--- src/rtl/alu_issue_ctrl.sv ---
// Issue/sequencing stage around the 64-bit ALU: registers one command onto the
// ALU inputs, waits SETTLE cycles, captures the result and flags, and holds them.
module alu_issue_ctrl #(
  parameter int WIDTH  = 64,
  parameter int SETTLE = 1
) (
  input  logic             i_clk,
  input  logic             i_rst_n,
  input  logic             i_cmd_valid,
  output logic             o_cmd_ready,
  input  logic [WIDTH-1:0] i_cmd_a,
  input  logic [WIDTH-1:0] i_cmd_b,
  input  logic [3:0]       i_cmd_sel,
  input  logic             i_cmd_cin,
  input  logic             i_cmd_chain,
  output logic [WIDTH-1:0] o_alu_a,
  output logic [WIDTH-1:0] o_alu_b,
  output logic             o_alu_cin,
  output logic [3:0]       o_alu_s,
  input  logic [WIDTH-1:0] i_alu_o,
  input  logic             i_alu_cout,
  input  logic             i_alu_oflow,
  input  logic             i_alu_ntive,
  input  logic             i_alu_zero,
  output logic             o_res_valid,
  input  logic             i_res_ready,
  output logic [WIDTH-1:0] o_res_o,
  output logic [3:0]       o_res_flags,
  output logic             o_carry_q,
  output logic             o_oflow_sticky,
  input  logic             i_clr_sticky,
  output logic             o_busy
);

  typedef enum logic [1:0] {S_IDLE, S_WAIT, S_HOLD} state_t;

  localparam logic [3:0] SETTLE_CNT = SETTLE[3:0];

  state_t           r_state;
  state_t           w_next;
  logic [3:0]       r_cnt;
  logic             w_accept;
  logic             w_capture;
  logic [WIDTH-1:0] r_alu_a;
  logic [WIDTH-1:0] r_alu_b;
  logic             r_alu_cin;
  logic [3:0]       r_alu_s;
  logic [WIDTH-1:0] r_res_o;
  logic [3:0]       r_res_flags;
  logic             r_carry_q;
  logic             r_oflow_sticky;

  assign w_accept  = (r_state == S_IDLE) && i_cmd_valid;
  assign w_capture = (r_state == S_WAIT) && (r_cnt == 4'd0);

  always_ff @(posedge i_clk or negedge i_rst_n) begin
    if (!i_rst_n) r_state <= S_IDLE;
    else          r_state <= w_next;
  end

  always_comb begin
    w_next = r_state;
    unique case (r_state)
      S_IDLE:  if (i_cmd_valid) w_next = S_WAIT;
      S_WAIT:  if (r_cnt == 4'd0) w_next = S_HOLD;
      S_HOLD:  if (i_res_ready) w_next = S_IDLE;
      default: w_next = S_IDLE;
    endcase
  end

  // ALU operand registers only change on accept so the ALU sees stable inputs.
  always_ff @(posedge i_clk or negedge i_rst_n) begin
    if (!i_rst_n) begin
      r_alu_a   <= '0;
      r_alu_b   <= '0;
      r_alu_cin <= 1'b0;
      r_alu_s   <= 4'd0;
      r_cnt     <= 4'd0;
    end else if (w_accept) begin
      r_alu_a   <= i_cmd_a;
      r_alu_b   <= i_cmd_b;
      r_alu_s   <= i_cmd_sel;
      r_alu_cin <= i_cmd_chain ? r_carry_q : i_cmd_cin;
      r_cnt     <= SETTLE_CNT;
    end else if ((r_state == S_WAIT) && (r_cnt != 4'd0)) begin
      r_cnt <= r_cnt - 4'd1;
    end
  end

  always_ff @(posedge i_clk or negedge i_rst_n) begin
    if (!i_rst_n) begin
      r_res_o     <= '0;
      r_res_flags <= 4'd0;
      r_carry_q   <= 1'b0;
    end else if (w_capture) begin
      r_res_o     <= i_alu_o;
      r_res_flags <= {i_alu_cout, i_alu_oflow, i_alu_ntive, i_alu_zero};
      r_carry_q   <= i_alu_cout;
    end
  end

  // A new overflow takes priority over a clear landing on the same edge.
  always_ff @(posedge i_clk or negedge i_rst_n) begin
    if (!i_rst_n)                      r_oflow_sticky <= 1'b0;
    else if (w_capture && i_alu_oflow) r_oflow_sticky <= 1'b1;
    else if (i_clr_sticky)             r_oflow_sticky <= 1'b0;
  end

  assign o_cmd_ready    = (r_state == S_IDLE);
  assign o_res_valid    = (r_state == S_HOLD);
  assign o_busy         = (r_state != S_IDLE);
  assign o_alu_a        = r_alu_a;
  assign o_alu_b        = r_alu_b;
  assign o_alu_cin      = r_alu_cin;
  assign o_alu_s        = r_alu_s;
  assign o_res_o        = r_res_o;
  assign o_res_flags    = r_res_flags;
  assign o_carry_q      = r_carry_q;
  assign o_oflow_sticky = r_oflow_sticky;

endmodule
--- config.mk ---
export PLATFORM = sky130hd
export DESIGN_NAME = alu_issue_ctrl
export DESIGN_NICKNAME = d
export VERILOG_FILES = /design/src/rtl/alu_issue_ctrl.sv
export SDC_FILE = /design/constraint.sdc
export NUM_CORES = 1
export LEC_CHECK = 0
export ABC_AREA = 1
export BUFFER_PORTS_ARGS = -buffer_cell sky130_fd_sc_hd__buf_2
export CORE_AREA = 2 2 162 164
export DETAILED_ROUTE_END_ITERATION = 12
export DIE_AREA = 0 0 164 166
export GPL_TIMING_DRIVEN = 0
export SLEW_MARGIN = 25
export SYNTH_ARGS = -nofsm -noshare
export SYNTH_HDL_FRONTEND = slang
export SYNTH_SLANG_ARGS = --single-unit
--- constraint.sdc ---
create_clock -name i_clk -period 1.5 [get_ports i_clk]
set_input_delay 0.075 -clock i_clk [delete_from_list [all_inputs] [get_ports i_clk]]
set_output_delay 0.075 -clock i_clk [all_outputs]
set_load 0.005 [all_outputs]
### After elaboration in Yosys (flattened, before gate mapping)

Cells that the tools add are included.

| storage, ports and cells | value |
|---|---|
| logic and storage cells | 36 |
| bits in registers | 209 |
| output and inout port bits | 206 |

| operators by class | value |
|---|---|
| multiplexer cells | 9 |
| reductions and logical operators | 11 |
| add/sub/neg operators | 1 |
| equality and inequality tests | 5 |

Operators with widths:

| kind | count |
|---|---|
| $mux 4 | 2 |
| $mux 2 | 3 |
| $pmux 2 s3 | 1 |
| $reduce_bool 2->1 | 3 |
| $logic_and 1x1->1 | 4 |
| $logic_not 4->1 | 1 |
| $ne 2x2->1 const B | 2 |
| $reduce_bool 4->1 | 1 |
| $sub 4x1->4 const B | 1 |
| $mux 1 | 3 |
| $reduce_and 3->1 | 1 |
| $eq 2x1->1 const B | 1 |
| $eq 2x2->1 const B | 1 |
| $logic_not 2->1 | 1 |
| $ne 2x1->1 const B | 1 |

### Longest topological paths before layout

Gate-level depths: netlist of the first run.

| depth | value |
|---|---|
| depth in word-level cells | 4 |
| gate-level depth with buffers | 9 |
| depth with buffers taken out | 8 |

### Least setup slack after synthesis of the first run

No wires, ideal clock.

| path | value |
|---|---|
| kind | flip-flop to flip-flop |
| start | register r_cnt[0] |
| end | register r_res_o[34] (netlist: o_res_o[34]) |
| path slack | 0.115 ns |
| stages on the path, launching flop included | 10 |
| period minus slack after synthesis | 1.385 ns |
| required time | 1.384 ns |
| buffers on the path | 2 |
| library setup time | 0.116 ns |
| data arrival time | 1.268 ns |
| cells stage by stage | dfrtp_1 inv_1 ha_1 nand2_1 nor2_4 inv_2 buf_6 buf_6 nand2_1 nand2_1 |

| between the ends | value |
|---|---|
| longest elaborated chain between the ends | 2 |

Ends and longest elaborated chain:

| element | line | source |
|---|---|---|
| start: declaration | 41 | `logic [3:0] r_cnt;` |
| start signal: assignment | 86 | `r_cnt <= r_cnt - 4'd1;` |
| $logic_not 4->1 | 54 | `assign w_capture = (r_state == S_WAIT) && (r_cnt == 4'd0);` |
| $logic_and 1x1->1 | 54 |  |
| end signal: assignment | 96 | `r_res_o <= i_alu_o;` |
| end: declaration | 48 | `logic [WIDTH-1:0] r_res_o;` |

No other way between the ends.
A chain may end at the register's enable or synchronous reset.

### Worst setup path in the final report of the first run

| path | value |
|---|---|
| start | register r_cnt[0] |
| end | register r_res_o[61] (netlist: o_res_o[61]) |

Same word-level chain as after synthesis.

==> metrics.txt, run 1 <==
P_leak 7.643 nW; Slew @ Worst Pin 0.4914 ns; CP Cell Sequence inv_2, ha_4, nand2_2, nor2_4, buf_12, inv_4, buf_4, buf_6, nand2_1, nand2_1; Hold Slack 0.08815 ns; die span in y 166 microns; crit end category flip-flop; sw frac 35.92%; Via Count 8,253; GPL Wtd Cong 0.8340; # DRC 0; antenna-violating nets left 0; ranking of synthesized cells by area dfrtp_1 66%, nand2_1 29%, buf_2 2.1%; share of the synthesized area in the top cell type 65.73%; CP bufs+invs 5; Root Driver clkbuf_16; combinational family with the most area after synthesis simple AND/OR/NAND/NOR gates; Switching Power 9.108 mW; count leader, synth nand2_1; max-cap check violation count 0; CP peak stage delay 0.38 ns; Area Overhead vs Synth 70.12%; synthesized area 7919 sq um; Reg clk slew, reported paths 0.06 ns; clock sinks 208; Synth Area in Simple Gates 29.77%; Synth Flop Type dfrtp_1; Slew headroom 67.24%; family with the most delay on the worst path buffers and inverters; fin crit period 1.453 ns; synth warn 0; setup violators final 0; die area 27,220 sq um; CP most frequent cell nand2_1; H-tree depth 1; outcome finished, final reports clean; Initial Util 30.91%; f_max 688.1 MHz; Synth Area in Adders 0.3160%; Syn Area/Cell 8.838 sq um; vias in the first global route 8,549; fin crit share 96.89%; crit path max fanout 10; power share of the combinational group 39.3%; core area 25,620 sq um; CP Launch Type flip-flop; clock network power share 22.0%; Port Buffers 412; post-detail-place hpwl 18,020 microns; Crit-path slowest cell dfrtp_1; GRT Total Usage 19.00%; internal power 16.25 mW; WP data arrival 1.85 ns; Yosys cell types 19; fill count 2,269; unrepaired setup endpoints after global routing yes; post-synthesis compound-gate area fraction 0.4740%; DR vias/cell 4.348; WL final 26,980 microns; Cell Rows 59; largest net degree at the start of global routing 91; part of the power in registers 38.7%; CTS tree yes; share of cells above drive strength 1 32.89%; pwr dens 1882 nW/um^2; wire length per cell 14.21 microns; xor-xnor portion of the synthesized cell area 0.1106%; drt pass-1 iters 7; dpl ws -0.1800 ns; VDD IR-drop max 1.018 mV; post-synthesis sequential element count 208; worst hold path type input pin to asynchronous set/reset pin; number of CTS-inserted buffers 23; layout net count 1,760; Synth Instances 896; Worst Path Required 1.90 ns; cell taking the most area after synthesis dfrtp_1; kind of critical path flip-flop to flip-flop; initial antenna violation count 0; Clock Tree Buf Depth 3; most common library cells after synthesis 613 x nand2_1, 208 x dfrtp_1, 33 x buf_2; grt ovf 0; clock skew 0.005953 ns; post-synthesis mux area share 0%; first-pass GRT wire length 42,230 microns; Async S/R FF share, synth 100.0%; setup ws final 0.04671 ns; Pins Over Slew Limit 0; # IOs 413; final hold violation count 0; sequential fraction of the synthesis area 65.73%; Non-Filler Instances 1,898; Die Width 164 microns; Iter 0 DRT Violations 404; placed cells 1,645; Diodes inserted 0; Skew-Pair Late Insertion Delay 0.50 ns; number of synthesized flops with an enable pin 0; Post-Syn Nets 1,105
## worst reg2reg max path, stage by stage, from the launching register on
cell and delay, ns:
dfrtp_1 0.38, inv_2 0.08, ha_4 0.13, nand2_2 0.07, nor2_4 0.11, buf_12 0.13
inv_4 0.06, buf_4 0.13, buf_6 0.13, nand2_1 0.07, nand2_1 0.05
## cell type report
| cell class | instances | area (sq um) | share of cell area (%) |
|---|---|---|---|
| Clock inverter | 7 | 88.84 | 0.6594 |
| Multi-Input combinational cell | 633 | 2449 | 18.18 |
| Clock buffer | 30 | 651.9 | 4.839 |
| Buffer | 44 | 290.3 | 2.155 |
| Inverter | 11 | 46.29 | 0.3436 |
| Tap cell | 335 | 419.2 | 3.111 |
| Timing Repair Buffer | 630 | 4322 | 32.08 |
| Sequential cell | 208 | 5205 | 38.64 |
## registers in the layout (all words and copies together) (netlist names)
| name | cells |
|---|---|
| r_cnt | 4 |
| o_alu_a | 64 |
| o_res_o | 64 |
| o_alu_cin | 1 |
| r_state | 2 |
| o_res_flags | 4 |
| o_alu_b | 64 |
| o_oflow_sticky | 1 |
| o_alu_s | 4 |
## logic make-up (layout without fill, tap and decap cells)
kind of cell	count (synthesis)	count (layout)
xor gates and xnor gates	1	1
adders and majority gates	2	2
DFF	208	208
buffers and inverters	55	722
and+or+nand+nor	623	623
AOI/OAI and AO/OA	7	7
## per-stage QoR
stage               cell area, sq um  setup TNS (ns)  power, mW  utilization (%)
global placement               10400         -692.02      18.62            40.60
global route                   13470          -1.818      27.33            52.59
detailed placement             10470          -12.38      18.84            40.85
finish                         13470               0      25.36            52.59
CTS                            13440        -0.08443      25.41            52.48
floorplan                       7919               0      14.19                -
## cell usage in the layout (no fill, tap or decap)
cell	instances
a21oi_1	1
buf_12	1
buf_16	3
buf_2	435
buf_4	16
buf_6	4
buf_8	3
bufbuf_16	1
bufinv_16	2
clkbuf_1	2
clkbuf_16	23
clkbuf_2	4
clkbuf_4	1
clkbuf_8	5
clkinv_2	4
dfrtp_1	208
dlygate4sd3_1	206
ha_1	1
ha_4	1
inv_1	7
inv_2	2
inv_4	2
inv_6	1
nand2_1	611
nand2_2	2
nand3_1	3
nand4_1	1
nor2_1	2
nor2_2	2
nor2_4	1
o21ai_0	5
o31ai_1	1
or2_2	1
xor2_1	1
## metal layers
layer  wire (microns)  up-vias  global-route usage (%)
met1            10740     3841                   21.65
met5                0        -                       0
li1                 -     3995                       -
met3             2283       65                   4.945
met4              771        0                   5.988
met2            13180      352                   34.42
## repair_timing
item,4_1_cts,5_1_grt
gates cloned,2,0
hold buffers,206,0
setup buffers,7,1
endpoints found under the setup margin,190,146
endpoints found under the hold margin,413,0
pin swaps,1,1
resized for setup,18,19
## worst paths after layout
path,from,end,slack [ns],depth (start not counted)
max,r_cnt[0],o_res_o[61],0.05,10
min,i_rst_n,o_res_o[22],0.09,2
max reg2reg,r_cnt[0],o_res_o[61],0.05,10
min reg2reg,o_res_o[48],o_res_o[48],0.46,2
max in group asynchronous,i_rst_n,o_alu_b[9],0.58,3
min in group i_clk,i_cmd_a[13],o_alu_a[13],0.30,4
## power groups by stage
stage | logic (mW) | registers (mW) | clock network [mW]
after global routing | 11.2 | 10.1 | 6.00
final | 9.97 | 9.80 | 5.58
after detailed placement | 9.10 | 9.75 | 0
after global placement | 8.90 | 9.72 | 0
after floorplan | 4.16 | 10.0 | 0
after CTS | 9.92 | 9.74 | 5.75
(Power assumes the default switching activity.)
==> run 2: changes to the inputs <==
--- a/config.mk
+++ b/config.mk
@@ -6,9 +6,8 @@
 export NUM_CORES = 1
 export LEC_CHECK = 0
-export ABC_AREA = 1
 export BUFFER_PORTS_ARGS = -buffer_cell sky130_fd_sc_hd__buf_2
-export CORE_AREA = 2 2 162 164
+export CORE_AREA = 2 2 158 160
 export DETAILED_ROUTE_END_ITERATION = 12
-export DIE_AREA = 0 0 164 166
+export DIE_AREA = 0 0 160 162
 export GPL_TIMING_DRIVEN = 0
 export SLEW_MARGIN = 25
==> constraint.sdc (replaced) <==
create_clock -name i_clk -period 1.6 [get_ports i_clk]
set_input_delay 0.32 -clock i_clk [delete_from_list [all_inputs] [get_ports i_clk]]
set_output_delay 0.32 -clock i_clk [all_outputs]
set_load 0.005 [all_outputs]
==> run 2 against run 1 <==
Against the previous run: the run now ends with negative setup slack left; synthesized area grew 3.6%; sequential share of layout area shrank 2.2 points; global-route usage shrank 0.14 points; combinational power grew 29%; cell count shrank 12%; power grew 13%; critical path depth shrank 3; largest power group unchanged.
==> metrics.txt, run 2 <==
count leader, synth nand2_1; GRT Total Usage 18.86% (-0.14 points); crit path max fanout 10 (unchanged); clock sinks 208 (unchanged); synthesized area 8207 sq um (+3.6%); layout net count 1,536 (-13%); final hold violation count 0 (unchanged); unrepaired setup endpoints after global routing yes; number of synthesized flops with an enable pin 0 (unchanged); Initial Util 34.04% (+3.1 points); synth warn 0 (unchanged); clock skew 0.01625 ns (+0.01030 ns); area of the multi-input gates 3416 sq um (+39%); first-pass GRT wire length 39,410 microns (-6.7%); family with the most delay on the worst path simple AND/OR/NAND/NOR gates; antenna-violating nets left 0 (unchanged); commonest non-fill, non-tap cell in the layout buf_2; fin crit period 2.125 ns (+0.6717 ns); FF/Latch Area 5207 sq um (about the same); # DRC 0 (unchanged); ranking of synthesized cells by area dfrtp_1 63%, nand2_1 18%, mux2_4 12%; pwr dens 2006 nW/um^2 (+6.6%); WP data arrival 2.51 ns (+0.66 ns); grt ovf 0 (unchanged); post-synthesis sequential element count 208 (unchanged); H-tree depth 1 (unchanged); placed cells 1,484 (-9.8%); largest net degree at the start of global routing 88 (-3.3%); Clock Tree Buf Depth 3 (unchanged); GPL Wtd Cong 0.8063 (-3.3%); Cell Rows 57 (-3.4%); cell taking the most area after synthesis dfrtp_1; wire length per cell 16.40 microns (+15%); Die Width 160 microns (-2.4%); CTS tree yes; Syn Area/Cell 11.00 sq um (+24%); Root Driver clkbuf_16; CP Cell Sequence inv_2, ha_4, or3b_4, or3b_4, buf_12, buf_12, mux2_4; VDD IR-drop max 0.9551 mV (-6.2%); DR vias/cell 4.503 (+3.6%); worst hold path type input pin to flip-flop; Iter 0 DRT Violations 262 (-35%); Pins Over Slew Limit 0 (unchanged); most common library cells after synthesis 400 x nand2_1, 208 x dfrtp_1, 68 x mux2_4; die span in y 162 microns (-2.4%); Crit-path slowest cell dfrtp_1; CP Launch Type flip-flop; fill count 1,990 (-12%); Reg clk slew, reported paths 0.06 ns (about the same); Slew @ Worst Pin 0.4490 ns (-0.04244 ns); most frequent cells in the layout 410 x buf_2, 224 x nand2_1, 206 x dfrtp_1; Synth Instances 746 (-17%); setup TNS -51.39 ns (-51.39 ns); die area 25,920 sq um (-4.8%); Non-Filler Instances 1,670 (-12%); CP bufs+invs 3 (-2); fin crit share 132.8% (+36 points); Area Overhead vs Synth 74.37%; Port Buffers 412 (unchanged); Slew headroom 70.07% (+2.8 points); Via Count 7,520 (-8.9%); share of the synthesized area in the top cell type 63.42% (-2.3 points); max-cap check violation count 0 (unchanged); core area 24,110 sq um (-5.9%); sequential fraction of the synthesis area 63.42% (-2.3 points); setup ws final -0.5249 ns (-0.5717 ns); Async S/R FF share, synth 100.0% (unchanged); Synth Flop Type dfrtp_1; WL final 27,380 microns (+1.5%); vias in the first global route 7,377 (-14%); number of CTS-inserted buffers 24 (+4.3%); drt pass-1 iters 4 (-3); Skew-Pair Late Insertion Delay 0.51 ns (about the same); dpl ws -0.9929 ns (-0.8129 ns); setup violators final 209 (+209); Post-Syn Nets 955 (-14%); P_leak 7.794 nW (+2.0%); Yosys cell types 26 (+7); f_max 470.6 MHz (-32%); kind of critical path flip-flop to flip-flop; crit end category flip-flop; post-detail-place hpwl 17,160 microns (-4.8%); outcome finished, violations left; Worst Path Required 1.99 ns (+0.09 ns); CP peak stage delay 0.39 ns (about the same); # IOs 413 (unchanged); share of cells above drive strength 1 58.44% (+26 points); initial antenna violation count 1 (+1); failing checks negative setup slack
==> run 2: cell types whose count changed after synthesis, sizes merged, moves of 3 or more <==
cell	change
nand2	-213
mux2	+68
buf	-26
clkbuf	+21
inv	-5
mux2i	+3
nor2	-3
or3b	+3
==> run 2: cells by family (layout without fill, tap and decap cells) <==
| family | Yosys count | count (layout) | share of synthesized area (%) |
|---|---|---|---|
| AO/OA/AOI/OAI | 7 | 7 | 0.4574 |
| adder cells (fa/ha/maj) | 2 | 2 | 0.3049 |
| buffers and inverters | 45 | 644 | 3.583 |
| flip-flops | 208 | 208 | 63.42 |
| multiplexers | 71 | 71 | 12.81 |
| other | 0 | 1 | 0 |
| AND/OR/NAND/NOR | 413 | 413 | 19.42 |
==> run 2: stage by stage <==
| step | hold WS [ns] | utilization [%] | power [mW] | area, sq um |
|---|---|---|---|---|
| final | 0.02285 | 59.36 | 28.71 | 14310 |
| after global routing | 0.01029 | 59.36 | 30.44 | 14310 |
| after CTS | 0.0002510 | 53.93 | 25.85 | 13000 |
| after detailed placement | 0.2427 | 44.58 | 18.76 | 10750 |
| after global placement | 0.4535 | 44.31 | 18.56 | 10680 |
| after floorplan | 0.02441 | - | 14.40 | 8214 |
==> run 2: area by class of cell <==
| type | count | area share [%] |
|---|---|---|
| clock inverters | 13 | 1.416 |
| flip-flops and latches | 208 | 36.39 |
| multi-input cells | 493 | 23.87 |
| plain buffers | 38 | 3.768 |
| inverters | 6 | 0.1574 |
| diodes | 1 | 0.01749 |
| clock buffers | 31 | 4.809 |
| well taps | 324 | 2.833 |
| repair buffers | 556 | 26.74 |
==> run 2: path summary, 6_finish.rpt <==
kind	from	end	slack, ns	depth (start not counted)
setup / recovery	r_cnt[0]	o_res_o[58]	-0.52	7
hold / removal	i_cmd_a[40]	o_alu_a[40]	0.02	3
setup reg to reg	r_cnt[0]	o_res_o[58]	-0.52	7
hold reg to reg	o_alu_b[59]	o_alu_b[59]	0.48	2
max in group asynchronous	i_rst_n	o_alu_a[43]	0.54	3
min in group asynchronous	i_rst_n	o_res_o[42]	0.31	2
==> run 2: routing by layer <==
| layer | track usage, % | vias to the layer above | wire (microns) |
|---|---|---|---|
| met5 | 0 | - | 0 |
| met1 | 23.17 | 3640 | 10660 |
| met4 | 6.306 | 0 | 939 |
| met2 | 32.82 | 310 | 14000 |
| met3 | 4.469 | 65 | 1785 |
| li1 | - | 3505 | - |
==> run 2: worst min-delay path: stages <==
cell	delay [ns]
buf_2	0.08
nand2_1	0.04
nand2_1	0.05
==> run 2: report_power, final <==
group / switching [mW] / internal, mW / total [mW]
Combinational: 5.64 / 7.22 / 12.9
Sequential: 1.87 / 7.90 / 9.77
Clock: 2.23 / 3.85 / 6.08
Total: 9.74 / 19.0 / 28.7
==> run 2: repair_timing <==
action | in CTS | in global routing
buffers inserted | 11 | 4
setup endpoints to repair | 210 | 205
hold endpoints to repair | 149 | 0
pin swaps | 2 | 254
hold buffers | 110 | 0
gates cloned | 1 | 16
gates resized for setup | 69 | 303
==> run 3: changes to the inputs <==
- clock period: 1.6 -> 2.3 ns (I/O delays scaled with it)
==> run 3 against run 2 <==
Against the previous run: the run now ends clean; cell count fell by 8.5%; routed wire length fell by 12%; maximum frequency fell by 3.1%; highest routed layer is now met5; critical endpoint is now o_res_o[48]; power fell by 42%; utilization fell by 12 points; clock power fell by 39%; register-to-register slack improved by 0.63 ns.
==> metrics.txt, run 3 (synthesis results as in run 2) <==
outcome finished, final reports clean; met1 usage 22.82% (-0.35 points); reg2reg end o_res_o[48]; largest net degree at the start of global routing 92 (+4.5%); Hold Crit Depth 2 (-1); H-tree depth 1 (unchanged); WL final 24,040 microns (-12%); kind of critical path flip-flop to flip-flop; commonest non-fill, non-tap cell in the layout buf_2; fin crit period 2.194 ns (+0.06888 ns); sw frac 33.54% (-0.37 points); GRT met3 Usage 5.439% (+0.97 points); max-cap check violation count 0 (unchanged); Port Buffers 412 (unchanged); antenna-violating nets left 0 (unchanged); Skew-Pair Late Insertion Delay 0.51 ns (about the same); FF-to-FF setup slack 0.11 ns (+0.63 ns); setup violators final 0 (-100%); vias in the first global route 6,796 (-7.9%); Initial Util 34.04% (unchanged); drt pass-1 iters 4 (unchanged); Clock Tree Buf Depth 3 (unchanged); Hold Slack 0.1333 ns (+0.1105 ns); first-pass GRT wire length 37,920 microns (-3.8%); DR vias/cell 4.325 (-4.0%); area of the multi-input gates 2708 sq um (-21%); Hold EP r_state[1]; worst reg2reg path depth 7 (unchanged); clock network power share 22.4% (+1.2 points); # DRC 0 (unchanged); Iter 0 DRT Violations 353 (+35%); die span in y 162 microns (unchanged); Cell Rows 57 (unchanged); CP bufs+invs 3 (unchanged); Worst Path Required 2.69 ns (+0.70 ns); GPL Wtd Cong 0.7916 (-1.8%); Slew headroom 64.03% (-6.0 points); busiest grt layer met2; Switching Power 5.587 mW (-43%); fill count 2,325 (+17%); setup TNS 0 ns (+51.39 ns); crit end category flip-flop; post-detail-place hpwl 17,640 microns (+2.7%); GRT met2 Usage 30.58% (-2.2 points); Die Width 160 microns (unchanged); CTS tree yes; initial antenna violation count 2 (+1); Pins Over Slew Limit 0 (unchanged); Reg clk slew, reported paths 0.06 ns (about the same); fin crit share 95.38% (-37 points); share of cells above drive strength 1 44.39% (-14 points); core area 24,110 sq um (unchanged); hold_sp i_res_ready; Root Driver clkbuf_16; die area 25,920 sq um (unchanged); GRT Total Usage 18.31% (-0.55 points); worst hold path type input pin to flip-flop; Non-Filler Instances 1,528 (-8.5%); final core occ 47.82% (-12 points); grt ovf 0 (unchanged); part of the power in registers 38.7% (+4.7 points); Crit-path slowest cell dfrtp_1; VDD IR-drop max 0.6471 mV (-32%); WP data arrival 2.58 ns (+0.07 ns); power share of the combinational group 39.0% (-5.8 points); placed cells 1,484 (unchanged); # IOs 413 (unchanged); clock sinks 208 (unchanged); layout net count 1,394 (-9.2%); Via Count 6,608 (-12%); post-route cell area 11,530 sq um (-19%); family with the most delay on the worst path simple AND/OR/NAND/NOR gates; wire length per cell 15.73 microns (-4.1%); final hold violation count 0 (unchanged); Slew @ Worst Pin 0.5396 ns (+0.09058 ns); most frequent cells in the layout 411 x buf_2, 400 x nand2_1, 208 x dfrtp_1; pwr dens 1445 nW/um^2 (-28%); crit path max fanout 10 (unchanged); number of CTS-inserted buffers 24 (unchanged); unrepaired setup endpoints after global routing no; post-placement cell area 10,740 sq um (about the same); P_leak 6.634 nW (-15%); reg2reg start r_cnt[0]; FF/Latch Area 5205 sq um (about the same); internal power 11.07 mW (-42%); Area Overhead vs Synth 40.46%; CP Launch Type flip-flop; clock skew 0.007220 ns (-0.009033 ns); CP Cell Sequence inv_1, ha_1, or3b_4, or3b_1, buf_6, buf_12, mux2_4; f_max 455.8 MHz (-3.1%); CP peak stage delay 0.41 ns (+0.02 ns)
run 3: cell count changes in the layout (fill, tap and decap cells not counted), moves of 7 or more:
cell	previous run	this run
nand2_1	224	400
dlygate4sd3_1	110	1
clkbuf_16	41	25
clkbuf_1	2	29
buf_6	12	1
buf_12	14	7
buf_8	12	1
nand2_4	46	0
buf_4	13	1
nand2_2	130	0
run 3: how the worst max path moves through the flow:
stage / start / endpoint / slack, ns / depth (start not counted)
2_1_floorplan: r_cnt[0] / o_res_flags[0] / 0.22 / 7
3_3_place_gp: i_rst_n / o_alu_a[48] / -2.87 / 1
3_5_place_dp: i_cmd_valid / o_alu_b[56] / -0.43 / 7
4_1_cts: r_cnt[0] / o_res_o[8] / 0.10 / 7
5_1_grt: r_cnt[0] / o_res_o[36] / 0.03 / 7
6_report: r_cnt[0] / o_res_o[48] / 0.11 / 7
run 3: layout make-up:
| class | count | area share [%] |
|---|---|---|
| inverters | 6 | 0.1954 |
| well taps | 324 | 3.517 |
| multi-input cells | 493 | 23.49 |
| flip-flops and latches | 208 | 45.15 |
| clock inverters | 5 | 0.2931 |
| clock buffers | 39 | 6.491 |
| diodes | 1 | 0.02171 |
| plain buffers | 37 | 2.301 |
| repair buffers | 415 | 18.54 |
run 3: metal layers:
layer	vias to the layer above	routed length, microns	part of all wire, %
li1	3204	-	-
met1	3062	9904	41
met2	278	11260	47
met3	62	1922	8.0
met4	2	928	3.9
met5	-	16	0.067
run 3: stage by stage:
step	total power, mW	setup WS [ns]
2_1_floorplan	10.01	0.2241
3_3_place_gp	12.94	-2.866
3_5_place_dp	13.07	-0.4347
4_1_cts	16.89	0.1036
5_1_grt	17.87	0.03421
6_report	16.66	0.1062
run 3: power by group through the flow:
| stage | Clock [mW] | Sequential, mW | Combinational [mW] |
|---|---|---|---|
| global route | 3.98 | 6.68 | 7.21 |
| finish | 3.72 | 6.44 | 6.49 |
| floorplan | 0 | 6.61 | 3.40 |
| CTS | 3.83 | 6.45 | 6.62 |
| global placement | 0 | 6.42 | 6.51 |
| detailed placement | 0 | 6.46 | 6.60 |
run 3: what timing repair did:
action                                 CTS  global route
endpoints found under the hold margin   37             0
buffers inserted                         0             0
setup endpoints to repair               61             0
hold buffers                             1             0
gates resized for setup                  1             0
